## config.mk

```make
export PLATFORM = sky130hd
export DESIGN_NAME = fifo_ctrl
export DESIGN_NICKNAME = d
export VERILOG_FILES = /design/src/rtl/fifo_ctrl_pkg.sv /design/src/rtl/fifo_ctrl_ptr.sv /design/src/rtl/fifo_ctrl.sv
export SDC_FILE = /design/constraint.sdc
export NUM_CORES = 1
export LEC_CHECK = 0
export BUFFER_PORTS_ARGS = -buffer_cell sky130_fd_sc_hd__clkbuf_2
export CAP_MARGIN = 20
export CORE_ASPECT_RATIO = 1.75
export CORE_UTILIZATION = 45
export CTS_BUF_LIST = sky130_fd_sc_hd__clkbuf_8 sky130_fd_sc_hd__clkbuf_16
export DETAILED_ROUTE_END_ITERATION = 8
export PLACE_DENSITY_LB_ADDON = 0.12
export SYNTH_ARGS = -nofsm -noshare
export SYNTH_HDL_FRONTEND = slang
export SYNTH_SLANG_ARGS = --single-unit
```

## constraint.sdc

```tcl
create_clock -name CLK -period 3.9 [get_ports CLK]
set_input_delay 0.78 -clock CLK [delete_from_list [all_inputs] [get_ports CLK]]
set_output_delay 0.78 -clock CLK [all_outputs]
set_load 0.02 [all_outputs]
```

## src/rtl/fifo_ctrl_pkg.sv

```systemverilog
// Shared widths, count type and default watermark levels for the FIFO controller.
// Watermark levels are only consumed when FIFO_CTRL_WATERMARK_EN is defined.
package fifo_ctrl_pkg;

  localparam int unsigned DEPTH_LOG2_DFLT = 8;
  localparam int unsigned PTR_W           = DEPTH_LOG2_DFLT;
  localparam int unsigned CNT_W           = DEPTH_LOG2_DFLT + 1;
  localparam int unsigned DEPTH           = 1 << DEPTH_LOG2_DFLT;

  localparam int unsigned AF_LEVEL_DFLT = 240;
  localparam int unsigned AE_LEVEL_DFLT = 16;

  typedef logic [CNT_W-1:0] count_t;

  // Occupancy needs one extra bit so that "completely full" is representable.
  function automatic int unsigned cnt_w(input int unsigned depth_log2);
    return depth_log2 + 1;
  endfunction

endpackage

```

## src/rtl/fifo_ctrl_ptr.sv

```systemverilog
// Wrapping FIFO pointer with increment enable and synchronous clear.
module fifo_ctrl_ptr #(
  parameter int unsigned Width = 8
) (
  input  logic             clk_i,
  input  logic             rst_i,
  input  logic             clr_i,
  input  logic             inc_i,
  output logic [Width-1:0] ptr_o
);

  logic [Width-1:0] ptr_d, ptr_q;

  always_comb begin
    ptr_d = ptr_q + Width'(inc_i);
    if (clr_i) begin
      ptr_d = '0;
    end
  end

  always_ff @(posedge clk_i or posedge rst_i) begin
    if (rst_i) begin
      ptr_q <= '0;
    end else begin
      ptr_q <= ptr_d;
    end
  end

  assign ptr_o = ptr_q;

endmodule

```

## src/rtl/fifo_ctrl.sv

```systemverilog
// Occupancy/pointer controller for the FIFO storage: push/pop acceptance, count, status, errors.
// Define FIFO_CTRL_WATERMARK_EN to add registered almost_full/almost_empty flags.
module fifo_ctrl
  import fifo_ctrl_pkg::*;
#(
  parameter int unsigned DEPTH_LOG2 = DEPTH_LOG2_DFLT
`ifdef FIFO_CTRL_WATERMARK_EN
  ,
  parameter int unsigned AF_LEVEL = AF_LEVEL_DFLT,
  parameter int unsigned AE_LEVEL = AE_LEVEL_DFLT
`endif
) (
  input  logic                  CLK,
  input  logic                  ARST,
  input  logic                  wr_req,
  input  logic                  rd_req,
  input  logic                  flush,
  output logic                  wr_ack,
  output logic                  rd_ack,
  output logic                  mem_we,
  output logic [DEPTH_LOG2-1:0] mem_waddr,
  output logic                  mem_re,
  output logic [DEPTH_LOG2-1:0] mem_raddr,
  output logic                  rd_valid,
  output logic [DEPTH_LOG2:0]   count,
  output logic                  full,
  output logic                  empty,
  output logic                  ovf,
  output logic                  unf
`ifdef FIFO_CTRL_WATERMARK_EN
  ,
  output logic                  almost_full,
  output logic                  almost_empty
`endif
);

  localparam int unsigned CntW = cnt_w(DEPTH_LOG2);
  localparam logic [CntW-1:0] DepthCnt = {1'b1, {DEPTH_LOG2{1'b0}}};

  logic [CntW-1:0] count_d, count_q;
  logic            ovf_d, ovf_q;
  logic            unf_d, unf_q;
  logic            rd_valid_d, rd_valid_q;

  always_comb begin
    full   = (count_q == DepthCnt);
    empty  = (count_q == '0);
    wr_ack = wr_req & ~full & ~flush;
    rd_ack = rd_req & ~empty & ~flush;

    count_d    = count_q + CntW'(wr_ack) - CntW'(rd_ack);
    ovf_d      = ovf_q | (wr_req & full);
    unf_d      = unf_q | (rd_req & empty);
    rd_valid_d = rd_ack;
    // Flush wins over every other update, including the error flags.
    if (flush) begin
      count_d    = '0;
      ovf_d      = 1'b0;
      unf_d      = 1'b0;
      rd_valid_d = 1'b0;
    end
  end

  always_ff @(posedge CLK or posedge ARST) begin
    if (ARST) begin
      count_q    <= '0;
      ovf_q      <= 1'b0;
      unf_q      <= 1'b0;
      rd_valid_q <= 1'b0;
    end else begin
      count_q    <= count_d;
      ovf_q      <= ovf_d;
      unf_q      <= unf_d;
      rd_valid_q <= rd_valid_d;
    end
  end

  fifo_ctrl_ptr #(
    .Width (DEPTH_LOG2)
  ) u_wptr (
    .clk_i (CLK),
    .rst_i (ARST),
    .clr_i (flush),
    .inc_i (wr_ack),
    .ptr_o (mem_waddr)
  );

  fifo_ctrl_ptr #(
    .Width (DEPTH_LOG2)
  ) u_rptr (
    .clk_i (CLK),
    .rst_i (ARST),
    .clr_i (flush),
    .inc_i (rd_ack),
    .ptr_o (mem_raddr)
  );

  assign mem_we   = wr_ack;
  assign mem_re   = rd_ack;
  assign count    = count_q;
  assign ovf      = ovf_q;
  assign unf      = unf_q;
  assign rd_valid = rd_valid_q;

`ifdef FIFO_CTRL_WATERMARK_EN
  localparam logic [CntW-1:0] AfCnt = CntW'(AF_LEVEL);
  localparam logic [CntW-1:0] AeCnt = CntW'(AE_LEVEL);

  logic af_d, af_q;
  logic ae_d, ae_q;

  // Compare against next count so the flags line up with the registered count.
  always_comb begin
    af_d = (count_d >= AfCnt);
    ae_d = (count_d <= AeCnt);
  end

  always_ff @(posedge CLK or posedge ARST) begin
    if (ARST) begin
      af_q <= 1'b0;
      ae_q <= 1'b1;
    end else begin
      af_q <= af_d;
      ae_q <= ae_d;
    end
  end

  assign almost_full  = af_q;
  assign almost_empty = ae_q;
`endif

endmodule
```

==> out/results.tsv <==
stage	metric	value	unit
cells_and_area	Util after Layout	56.1	%
power_and_ir_drop	pwr/cell area	645	nW/um^2
power_and_ir_drop	maximum VDD drop	402	uV
routing	DRC	0	
sta	Pins Over Slew Limit	0	
critical_path	CP Launch Type	flop	
grt	Global Route Usage Sum	20.5	%
synth	Syn Nets	176	
routing	DR pass1 iterations	4	
critical_path	CP bufs+invs	1	
synth	post-synthesis compound-gate area fraction	6.26	%
synth	sequential area share after synthesis	43.8	%
cells_and_area	most frequent cells in the layout	clkbuf_2, dfrtp_1, nor2_1	
critical_path	CP max stage delay	0.46	ns
critical_path	Worst setup startpoint	count[3]	
sta	Tcrit/Tclk final	90.6	%
clock_tree	register clock-pin slew on the reported worst setup and hold paths	0.09	ns
cells_and_area	synthesis-to-finish area growth	19.2	%
synth	Yosys reg bits	28	
cells_and_area	antenna cell count	0	
cells_and_area	most common cell after layout, fill and taps aside	clkbuf_2	
sta	setup TNS	0	ns
routing	initial DRC count	28	
routing	Total Wirelength	3390	um
sta	Least-Margin Pin Slew	0.562	ns
routing	Avg WL per Cell	14.2	um
critical_path	CP Max Fanout	4	
sta	Slew headroom	62.2	%
synth	mux cell area share after synthesis	1.41	%
critical_path	most frequent CP cell	ha_1	
synth	Post-Synth Simple-Gate Area	21.8	%
placed_design	Inst Count DP	234	
flow_run	Max Cap Viol	0	
clock_tree	Clock H-tree levels	1	
clock_tree	Root Buffer	clkbuf_8	
synth	syn_area_per_cell	10.3	um^2
critical_path	critical-path cell list	inv_1 > ha_1 > nand4b_1 > nor3_1 > nor3b_1 > xor2_1 > ha_1 > fa_1 > and3b_1 > or3_4 > a31oi_1 > mux2_1	
routing	post-route ant nets	0	
clock_tree	CTS max path bufs	2	
critical_path	cell family with most CP delay	simple AND/OR/NAND/NOR gates	
clock_tree	Clk Latency, worst-skew pair	0.27	ns
cells_and_area	Fillers	324	
cells_and_area	fraction of layout cells with a size suffix above 1	25.8	%
synth	Mapped Area	1600	um^2
critical_path	Worst path slowest cell	nor3_1	
power_and_ir_drop	Static Leak	1.00	nW
cells_and_area	Total Nets Final	216	
synth	Yosys top cell by area	dfrtp_1	
die	num rows	28	
synth	Yosys cell types	38	
outcome	status	finished, final reports clean	
cells_and_area	post-route insts no fill	239	
clock_tree	clock sinks	28	
die	Boundary Pins	39	
critical_path	CP arrival	3.69	ns
synth	cells after synthesis	155	
critical_path	endpoint type of the worst setup path	flop	
critical_path	critical path type	reg2reg	
die	die height	80.9	um
die	die width	47.1	um
routing	Via density	5.25	
clock_tree	TritonCTS Buffers	3	
sta	Setup-failing EPs final	0	
grt	vias in the first global route	1274	
critical_path	CP required	4.06	ns
sta	RSZ-0062 raised after global routing	false	
placed_design	HPWL Detailed	2680	um
clock_tree	CTS hold repair buffers	0	
critical_path	FF-to-FF Start	count[3]	
grt	first-pass GRT wire length	5590	um
sta	setup clock skew after layout	0.00211	ns
placed_design	GP Congestion	0.852	
die	Core Area	3400	um^2
die	Die ar.	3810	um^2
sta	highest clock rate	283	MHz
routing	via count	1255	
clock_tree	CTS resizes	0	
placed_design	I/O Buffers	38	
synth	main combinational cell family by area after synthesis	simple AND/OR/NAND/NOR gates	
synth	Synth Area in Adders	13.0	%
grt	pin count of the biggest net entering global routing	33	
synth	largest cells by area after synthesis	dfrtp_1, ha_1, xor2_1, nor2_1, xnor2_1	
die	Initial Utilization	47.1	%
synth	synth warn	0	
grt	gr ovfl total	0	
sta	min cycle time layout	3.53	ns
hold_path	worst hold path class	in2async	
sta	Final Hold Viols	0	
clock_tree	Setup Buffers After CTS	0	
synth	post-synth top area share	43.8	%
synth	post-synthesis xor/xnor area fraction	9.31	%
clock_tree	CTS tree	built	
grt	antenna violations before repair	0	
[report_power, final]
part	internal, mW	leakage, nW	switching, mW
Clock	0.0902	0.0288	0.0861
Combinational	0.298	0.592	0.377
Sequential	0.337	0.379	0.0421
Total	0.725	1.00	0.505
[cells in the mapped netlist (all sizes together)]
cell and count:
a31oi 3, nor3b 5, and2b 2, o211ai 1
and3 4, nand3 9, o22ai 1, o211a 1
nor2 21, o21bai 2, fa 1, buf 3
nor4bb 1, xnor2 7, ha 15, nand4b 1
dfrtp 28, or2 1, a21oi 4, mux2 2
nand2b 1, inv 11, nor4 1, nor3 1
or4 2, xor2 10, a211oi 1, and3b 1
nand4 2, or3 2, clkbuf 2, o31ai 1
nor2b 7, a21o 1
[metrics by stage]
step	power (mW)	area, um^2	hold slack [ns]	setup WS (ns)
finish	1.23	1910	0.432	0.365
global placement	1.03	1820	0.478	0.513
floorplan	0.888	1600	0.594	0.234
CTS	1.24	1880	0.515	0.359
global route	1.34	1910	0.446	0.141
detailed placement	1.06	1820	0.492	0.387
[layout make-up]
type / count / area (um^2) / share of cell area (%)
sequential: 28 / 701 / 36.8
clock buffer: 4 / 55.1 / 2.89
tap: 45 / 56.3 / 2.95
multi-input combinational: 111 / 827 / 43.4
timing repair buffer: 40 / 225 / 11.8
inverter: 11 / 41.3 / 2.17
[worst reg2reg max path, delay by kind of cell (launching register included)]
family | cells | cell delay (ns)
AND/OR/NAND/NOR | 5 | 1.35
XOR/XNOR | 1 | 0.18
adder cells (fa/ha/maj) | 3 | 0.80
flip-flops | 1 | 0.44
multiplexers | 1 | 0.34
AO/OA/AOI/OAI | 1 | 0.20
buffers and inverters | 1 | 0.11
[state kept, by name (all words and copies together), names as in the netlist]
| register | count |
|---|---|
| ovf | 1 |
| rd_valid | 1 |
| count | 9 |
| u_rptr.ptr_o | 8 |
| unf | 1 |
| u_wptr.ptr_o | 8 |
[per-layer routing]
metal | GRT usage [%] | up-vias | share of wire, %
li1 | - | 609 | -
met1 | 20.5 | 613 | 37
met2 | 38.1 | 25 | 58
met3 | 2.22 | 8 | 2.6
met4 | 11.1 | 0 | 2.9
met5 | 0 | - | 0
[cell families (layout without fill, tap and decap cells)]
family,after synthesis,in the layout
AOI/OAI and AO/OA,15,15
xor gates and xnor gates,17,17
adders and majority gates,16,16
buffers and inverters,16,55
DFF,28,28
muxes,2,2
and+or+nand+nor,61,61
[path summary, 6_finish.rpt]
kind	cells after the start	slack, ns	to
hold reg to reg	2	0.50	unf
min in group CLK	2	0.50	unf
hold / removal	2	0.43	u_rptr.ptr_o[5]
setup / recovery	12	0.37	count[6]
setup reg to reg	12	0.37	count[6]
max in group asynchronous	3	3.05	count[2]
No activity file was read; power rests on OpenSTA's default activity.
